`src/rtl/parity_serial_tx_pkg.sv`:
```
`default_nettype none
// ============================================================================
// Module      : parity_serial_tx_pkg
// Description : Shared definitions for the parity serial link. These are the
//               frame state encodings, the data bit count and the parity mode
//               constants. The link receiver/checker uses the same values.
// Revision    : 1.0 - initial release
// ============================================================================
package parity_serial_tx_pkg;

  // Frame states, 3-bit encoding shared with the receiver/checker
  typedef enum logic [2:0] {
    ST_IDLE   = 3'd0,
    ST_START  = 3'd1,
    ST_DATA   = 3'd2,
    ST_PARITY = 3'd3,
    ST_STOP   = 3'd4
  } tx_state_t;

  // Data bits carried per frame
  localparam int unsigned FRAME_DATA_BITS = 8;

  // Parity mode selectors
  localparam logic PARITY_EVEN = 1'b0;
  localparam logic PARITY_ODD  = 1'b1;

  // Turn the raw XOR of the data into the transmitted parity bit
  function automatic logic parity_bit(input logic raw, input logic mode);
    return raw ^ mode;
  endfunction

endpackage
`default_nettype wire

```
`src/rtl/parity_serial_tx_xor8_1.sv`:
```
`default_nettype none
// ============================================================================
// Module      : xor8_1
// Description : 8-input XOR reduction tree with a 1-bit result. It gives the
//               raw (even-sense) parity of a byte.
// Ports       : din    in  8  byte to reduce
//               parity out 1  XOR of all eight bits
// Revision    : 1.0 - initial release
// ============================================================================
module xor8_1 (
  input  logic [7:0] din,
  output logic       parity
);

  logic [3:0] lvl1;
  logic [1:0] lvl2;

  genvar i;
  generate
    for (i = 0; i < 4; i++) begin : g_lvl1
      assign lvl1[i] = din[2*i] ^ din[2*i+1];
    end
    for (i = 0; i < 2; i++) begin : g_lvl2
      assign lvl2[i] = lvl1[2*i] ^ lvl1[2*i+1];
    end
  endgenerate

  assign parity = lvl2[0] ^ lvl2[1];

endmodule
`default_nettype wire

```
`src/rtl/parity_serial_tx.sv`:
```
`default_nettype none
// ============================================================================
// Module      : parity_serial_tx
// Description : Serial byte transmitter. It accepts a byte over valid/ready
//               and sends it on one wire as start, 8 data bits (LSB first),
//               parity and stop bit(s). Each line bit lasts BIT_CYCLES clocks.
// Ports       : clk        in   1  rising-edge clock
//               rst        in   1  synchronous reset, active-high
//               in_data    in   8  word to transmit, sampled on accept
//               in_valid   in   1  producer has a word
//               in_ready   out  1  accept = in_valid & in_ready
//               tx_out     out  1  serial line, idles high
//               tx_busy    out  1  high while a frame is on the line
//               frame_done out  1  pulse in the last cycle of the final stop
// Revision    : 1.0 - initial release
// ============================================================================
module parity_serial_tx #(
  parameter int DATA_W     = 8,
  parameter int ODD_PARITY = 0,
  parameter int STOP_BITS  = 1,
  parameter int BIT_CYCLES = 4
) (
  input  logic              clk,
  input  logic              rst,
  input  logic [DATA_W-1:0] in_data,
  input  logic              in_valid,
  output logic              in_ready,
  output logic              tx_out,
  output logic              tx_busy,
  output logic              frame_done
);

  import parity_serial_tx_pkg::*;

  localparam int   TIMER_W  = (BIT_CYCLES > 1) ? $clog2(BIT_CYCLES) : 1;
  localparam logic PAR_MODE = (ODD_PARITY != 0) ? PARITY_ODD : PARITY_EVEN;

  tx_state_t           state;
  tx_state_t           state_next;
  logic [TIMER_W-1:0]  bit_timer;
  logic [2:0]          bit_idx;
  logic                stop_cnt;
  logic [DATA_W-1:0]   shift_reg;
  logic                par_reg;
  logic                raw_parity;

  logic                bit_last;
  logic                stop_last;
  logic                frame_end;
  logic                accept;

  xor8_1 u_xor8_1 (
    .din    (in_data[7:0]),
    .parity (raw_parity)
  );

  assign bit_last  = (bit_timer == TIMER_W'(BIT_CYCLES - 1));
  assign stop_last = (stop_cnt == 1'(STOP_BITS - 1));
  // Last clock of the final stop bit: the frame ends here
  assign frame_end = (state == ST_STOP) && bit_last && stop_last;
  assign accept    = in_valid && in_ready;

  // State register
  always_ff @(posedge clk) begin
    if (rst) begin
      state <= ST_IDLE;
    end else begin
      state <= state_next;
    end
  end

  // Next-state logic
  always_comb begin
    state_next = state;
    case (state)
      ST_IDLE:   if (accept) state_next = ST_START;
      ST_START:  if (bit_last) state_next = ST_DATA;
      ST_DATA:   if (bit_last && (bit_idx == 3'(FRAME_DATA_BITS - 1))) state_next = ST_PARITY;
      ST_PARITY: if (bit_last) state_next = ST_STOP;
      ST_STOP:   if (bit_last && stop_last) state_next = accept ? ST_START : ST_IDLE;
      default:   state_next = ST_IDLE;
    endcase
  end

  // Output logic
  always_comb begin
    in_ready   = (state == ST_IDLE) || frame_end;
    tx_busy    = (state != ST_IDLE);
    frame_done = frame_end;
    case (state)
      ST_START:  tx_out = 1'b0;
      ST_DATA:   tx_out = shift_reg[0];
      ST_PARITY: tx_out = par_reg;
      default:   tx_out = 1'b1;
    endcase
  end

  // Bit timer, bit index, stop counter, shift register and parity latch.
  // Any accept restarts the counters, including the back-to-back accept
  // taken in the last stop cycle.
  always_ff @(posedge clk) begin
    if (rst) begin
      bit_timer <= '0;
      bit_idx   <= '0;
      stop_cnt  <= 1'b0;
      shift_reg <= '0;
      par_reg   <= 1'b0;
    end else if (accept) begin
      bit_timer <= '0;
      bit_idx   <= '0;
      stop_cnt  <= 1'b0;
      shift_reg <= in_data;
      par_reg   <= parity_bit(raw_parity, PAR_MODE);
    end else if (state != ST_IDLE) begin
      bit_timer <= bit_last ? '0 : bit_timer + TIMER_W'(1);
      if (bit_last) begin
        if (state == ST_DATA) begin
          shift_reg <= shift_reg >> 1;
          bit_idx   <= bit_idx + 3'd1;
        end
        if (state == ST_STOP) begin
          stop_cnt <= stop_last ? 1'b0 : 1'b1;
        end
      end
    end
  end

endmodule
`default_nettype wire

```
`config.mk`:
```
export PLATFORM = sky130hd
export DESIGN_NAME = parity_serial_tx
export DESIGN_NICKNAME = d
export VERILOG_FILES = /design/src/rtl/parity_serial_tx_pkg.sv /design/src/rtl/parity_serial_tx_xor8_1.sv /design/src/rtl/parity_serial_tx.sv
export SDC_FILE = /design/constraint.sdc
export NUM_CORES = 1
export LEC_CHECK = 0
export CAP_MARGIN = 20
export CORE_MARGIN = 10
export CORE_UTILIZATION = 50
export CTS_CLUSTER_SIZE = 12
export DETAILED_ROUTE_END_ITERATION = 10
export HOLD_SLACK_MARGIN = 0.03
export PLACE_DENSITY_LB_ADDON = 0.25
export REMOVE_ABC_BUFFERS = 1
export SYNTH_ARGS = -nofsm -noshare
export SYNTH_HDL_FRONTEND = slang
export SYNTH_SLANG_ARGS = --single-unit
```
`constraint.sdc`:
```
create_clock -name clk -period 2.1 [get_ports clk]
set_clock_uncertainty 0.05 [all_clocks]
set_input_delay 0.525 -clock clk [delete_from_list [all_inputs] [get_ports clk]]
set_output_delay 0.525 -clock clk [all_outputs]
set_load 0.005 [all_outputs]
```
==> flow_summary.html <==
<table>
<tr><th>Metric</th><th>Value</th></tr>
<tr><th colspan="2">Drt</th></tr>
<tr><td>Ratio of routed vias to standard cells</td><td>5.22</td></tr>
<tr><td>Residual antenna-violating net count after detailed routing</td><td>0</td></tr>
<tr><td>Drt initial violations</td><td>30</td></tr>
<tr><td>Remaining DRCs</td><td>0</td></tr>
<tr><td>Detail-routed net length per standard cell</td><td>between 10 and 15 µm</td></tr>
<tr><td>Routed vias</td><td>between 700 and 800</td></tr>
<tr><td>Detailed Route WL</td><td>1980 µm</td></tr>
<tr><td>First drt pass iteration count</td><td>4</td></tr>
<tr><th colspan="2">Floorplanning</th></tr>
<tr><td>Number of core rows</td><td>15</td></tr>
<tr><td>Initial core utilization</td><td>a little over half</td></tr>
<tr><td>Overall die area</td><td>roughly 3900 µm²</td></tr>
<tr><td>Core ar.</td><td>about 1700 µm²</td></tr>
<tr><td>Height of the die</td><td>62.7 µm</td></tr>
<tr><td>I/O pin total</td><td>15</td></tr>
<tr><td>Die extent in x</td><td>62.7 µm</td></tr>
<tr><th colspan="2">Min path</th></tr>
<tr><td>End point of the worst hold path</td><td>shift_reg[1]</td></tr>
<tr><td>Cells on Worst Hold Path</td><td>2</td></tr>
<tr><td>Worst min path class</td><td>reg2reg</td></tr>
<tr><td>Hold path start</td><td>shift_reg[1]</td></tr>
<tr><th colspan="2">CTS</th></tr>
<tr><td>Clock network latency to the later pin of the worst-skew pair</td><td>~280 ps</td></tr>
<tr><td>Clock slew at reported path FFs</td><td>about 90 ps</td></tr>
<tr><td>H-tree levels</td><td>1</td></tr>
<tr><td>Master cell of the clock root buffer</td><td>sky130_fd_sc_hd__clkbuf_4</td></tr>
<tr><td>Clock buffer count from CTS</td><td>3</td></tr>
<tr><td>Clock sink total</td><td>17</td></tr>
<tr><td>Clock buffer depth</td><td>2</td></tr>
<tr><td>TritonCTS clock tree</td><td>yes</td></tr>
<tr><th colspan="2">Final layout</th></tr>
<tr><td>Synth-to-Final Area Change</td><td>26.8%</td></tr>
<tr><td>Layout Cell Area excl Fill</td><td>~1200 µm²</td></tr>
<tr><td>Final core utilization</td><td>66.9%</td></tr>
<tr><td>Number of antenna cells inserted</td><td>0</td></tr>
<tr><td>Share of layout cells above drive strength 1</td><td>a little over 20%</td></tr>
<tr><td>Largest register FFs</td><td>8</td></tr>
<tr><td>Cell Count, Final, Fillers Out</td><td>147</td></tr>
<tr><td>Most common cell after layout, fill and taps aside</td><td>sky130_fd_sc_hd__dfxtp_1</td></tr>
<tr><td>Final Net Count</td><td>137</td></tr>
<tr><td>Commonest cells after routing, fill and taps aside</td><td>sky130_fd_sc_hd__dfxtp_1, sky130_fd_sc_hd__a21oi_1, sky130_fd_sc_hd__clkdlybuf4s50_1</td></tr>
<tr><th colspan="2">Placement</th></tr>
<tr><td>Area after detailed placement</td><td>~1100 µm²</td></tr>
<tr><td>Post-DP HPWL</td><td>1520 µm</td></tr>
<tr><td>Placed insts</td><td>~140</td></tr>
<tr><td>Final Wtd Congestion</td><td>around 0.8</td></tr>
<tr><td>Number of buffers added on ports</td><td>14</td></tr>
<tr><th colspan="2">Timing</th></tr>
<tr><td>Number of max-slew violations in the final report</td><td>0</td></tr>
<tr><td>Worst hold slack</td><td>roughly 430 ps</td></tr>
<tr><td>Final setup violation count</td><td>0</td></tr>
<tr><td>Unrepaired setup endpoints after global routing</td><td>no</td></tr>
<tr><td>Slew @ Worst Pin</td><td>roughly 630 ps</td></tr>
<tr><td>Rel. slew slack</td><td>57.7%</td></tr>
<tr><td>Final hold viol count</td><td>0</td></tr>
<tr><td>Post-route setup TNS</td><td>0 ps</td></tr>
<tr><td>Post-layout minimum cycle time</td><td>approximately 1900 ps</td></tr>
<tr><td>Maximum frequency from static timing analysis</td><td>0.515 GHz</td></tr>
<tr><td>Final critical-path share of the clock period</td><td>roughly 93%</td></tr>
<tr><th colspan="2">Yosys</th></tr>
<tr><td>Synth Cell Area</td><td>around 910 µm²</td></tr>
<tr><td>Yosys synthesis warning count</td><td>0</td></tr>
<tr><td>Gate count after technology mapping</td><td>102</td></tr>
<tr><td>Synthesized area per cell</td><td>just under 9 µm²</td></tr>
<tr><td>Post-synthesis register bit count</td><td>17</td></tr>
<tr><td>Count of cell types in the netlist</td><td>30</td></tr>
<tr><td>Sequential element share of the synthesized area</td><td>a little under two fifths</td></tr>
<tr><th colspan="2">Global routing</th></tr>
<tr><td>Via count of the first global-routing pass</td><td>approximately 800</td></tr>
<tr><td>First-pass GRT wire length</td><td>~3600 µm</td></tr>
<tr><td>Total gr overflow</td><td>0</td></tr>
<tr><td>Maximum number of pins on one net before global-route repair</td><td>18</td></tr>
<tr><td>All-layer global routing usage</td><td>11.1%</td></tr>
<tr><td>Initial antenna violation count</td><td>0</td></tr>
<tr><th colspan="2">Pwr</th></tr>
<tr><td>Worst vdd ir</td><td>between 0.4 and 0.5 mV</td></tr>
<tr><td>Pwr/cell area</td><td>approximately 560 nW/µm²</td></tr>
<tr><td>Leakage power</td><td>~0.46 nW</td></tr>
<tr><th colspan="2">Worst setup path</th></tr>
<tr><td>End of the worst register-to-register path</td><td>bit_idx[0]</td></tr>
<tr><td>Kind of critical path</td><td>reg2out</td></tr>
<tr><td>Slack of the worst reg-to-reg path</td><td>approximately 470 ps</td></tr>
<tr><td>Max Fanout on Critical Path</td><td>6</td></tr>
<tr><td>Data required time at the worst endpoint</td><td>1520 ps</td></tr>
<tr><td>Reg-to-reg critical path startpoint</td><td>bit_timer[0]</td></tr>
<tr><td>Worst endpoint data arrival time</td><td>around 1400 ps</td></tr>
<tr><td>Depth of the most critical reg-to-reg path</td><td>6</td></tr>
<tr><td>Startpoint type of the worst setup path</td><td>register</td></tr>
<tr><td>Crit. End Element</td><td>output port</td></tr>
<tr><th colspan="2">Run</th></tr>
<tr><td>Number of maximum-capacitance violations</td><td>0</td></tr>
<tr><th colspan="2">Status</th></tr>
<tr><td>Result of the run</td><td>finished, final reports clean</td></tr>
</table>
-- report_power, final --
group | internal (mW) | leakage [nW] | total [mW] | switching (mW)
registers | 0.339 | 0.142 | 0.350 | 0.0109
clock network | 0.0738 | 0.0150 | 0.168 | 0.0943
logic | 0.0701 | 0.304 | 0.131 | 0.0611
total | 0.483 | 0.461 | 0.649 | 0.166
-- worst max path at each step --
stage | slack, ps | cells past startpoint | endpoint | startpoint
after global routing | 70 | 4 | tx_busy | state[0]
after CTS | 10 | 3 | frame_done | bit_timer[0]
final | 160 | 4 | tx_busy | state[0]
after floorplan | 540 | 5 | shift_reg[2] | bit_timer[0]
after detailed placement | 170 | 3 | tx_out | state[1]
after global placement | 210 | 4 | bit_idx[1] | in_valid
-- synthesized netlist by cell type --
| cell type | instances | area share (%) |
|---|---|---|
| sky130_fd_sc_hd__inv_2 | 1 | 0.41 |
| sky130_fd_sc_hd__and3_1 | 2 | 1.4 |
| sky130_fd_sc_hd__nand3_1 | 3 | 1.6 |
| sky130_fd_sc_hd__nand2_1 | 3 | 1.2 |
| sky130_fd_sc_hd__and3b_1 | 1 | 0.96 |
| sky130_fd_sc_hd__nand4_1 | 1 | 0.69 |
| sky130_fd_sc_hd__o21bai_1 | 1 | 0.82 |
| sky130_fd_sc_hd__nor3_4 | 1 | 1.8 |
| sky130_fd_sc_hd__nor3_2 | 1 | 1.1 |
| sky130_fd_sc_hd__nor3_1 | 8 | 4.4 |
| sky130_fd_sc_hd__clkbuf_1 | 3 | 1.2 |
| sky130_fd_sc_hd__ha_1 | 3 | 4.1 |
| sky130_fd_sc_hd__xor2_1 | 1 | 0.96 |
| sky130_fd_sc_hd__nor2_1 | 6 | 2.5 |
| sky130_fd_sc_hd__a21oi_2 | 1 | 0.96 |
| sky130_fd_sc_hd__a21oi_1 | 10 | 5.5 |
| sky130_fd_sc_hd__a311o_1 | 1 | 1.1 |
| sky130_fd_sc_hd__o21ai_1 | 5 | 2.7 |
| sky130_fd_sc_hd__xnor2_1 | 8 | 7.7 |
| sky130_fd_sc_hd__a22oi_1 | 4 | 3.3 |
| sky130_fd_sc_hd__nand2_4 | 1 | 1.2 |
| sky130_fd_sc_hd__inv_1 | 3 | 1.2 |
| sky130_fd_sc_hd__dfxtp_1 | 17 | 37 |
| sky130_fd_sc_hd__buf_4 | 1 | 0.82 |
| sky130_fd_sc_hd__mux2_2 | 1 | 1.2 |
| sky130_fd_sc_hd__mux2i_1 | 6 | 6.6 |
| sky130_fd_sc_hd__a211oi_1 | 4 | 3.3 |
| sky130_fd_sc_hd__buf_6 | 1 | 1.2 |
| sky130_fd_sc_hd__nand2b_1 | 2 | 1.4 |
| sky130_fd_sc_hd__buf_2 | 2 | 1.1 |
-- metrics by stage --
| step | power, mW | setup WS [ps] |
|---|---|---|
| global route | 0.690 | 74.4 |
| finish | 0.649 | 157 |
| global placement | 0.485 | 211 |
| detailed placement | 0.489 | 174 |
| CTS | 0.660 | 9.84 |
| floorplan | 0.425 | 538 |
-- logic make-up after synthesis --
logic type               count (synthesis)  share of synthesized area [%]
multiplexers                             7                           7.83
XOR/XNOR                                 9                           8.65
buffers and inverters                   11                           6.04
flip-flops                              17                           37.4
AO/OA/AOI/OAI                           26                           17.7
adder cells (fa/ha/maj)                  3                           4.12
AND/OR/NAND/NOR                         29                           18.3
-- area by class of cell --
class,count,area [µm²]
Fill cell,152,572
Tap cell,25,31.3
Sequential cell,17,349
Clock buffer,4,26.3
Multi-Input combinational cell,74,527
Timing Repair Buffer,23,206
Inverter,4,15.0
-- critical path, cell delays in order, from the launching register on --
cell	delay (ps)
sky130_fd_sc_hd__dfxtp_2	360
sky130_fd_sc_hd__buf_4	160
sky130_fd_sc_hd__nor3_4	240
sky130_fd_sc_hd__inv_1	60
sky130_fd_sc_hd__dlygate4sd2_1	270
-- routing by layer --
metal	track usage [%]	vias to the layer above	wire length, µm
met5	0	-	0
met4	5.03	0	13
met1	13.3	354	959
li1	-	403	-
met3	3.41	2	61
met2	17.6	9	942
-- repair_timing --
item / CTS / global route
pin swaps: 1 / 0
buffers inserted: 1 / 1
gates resized for setup: 9 / 4
hold buffers: 0 / 0
endpoints found under the setup margin: 4 / 1
No activity file was read; power rests on OpenSTA's default activity.
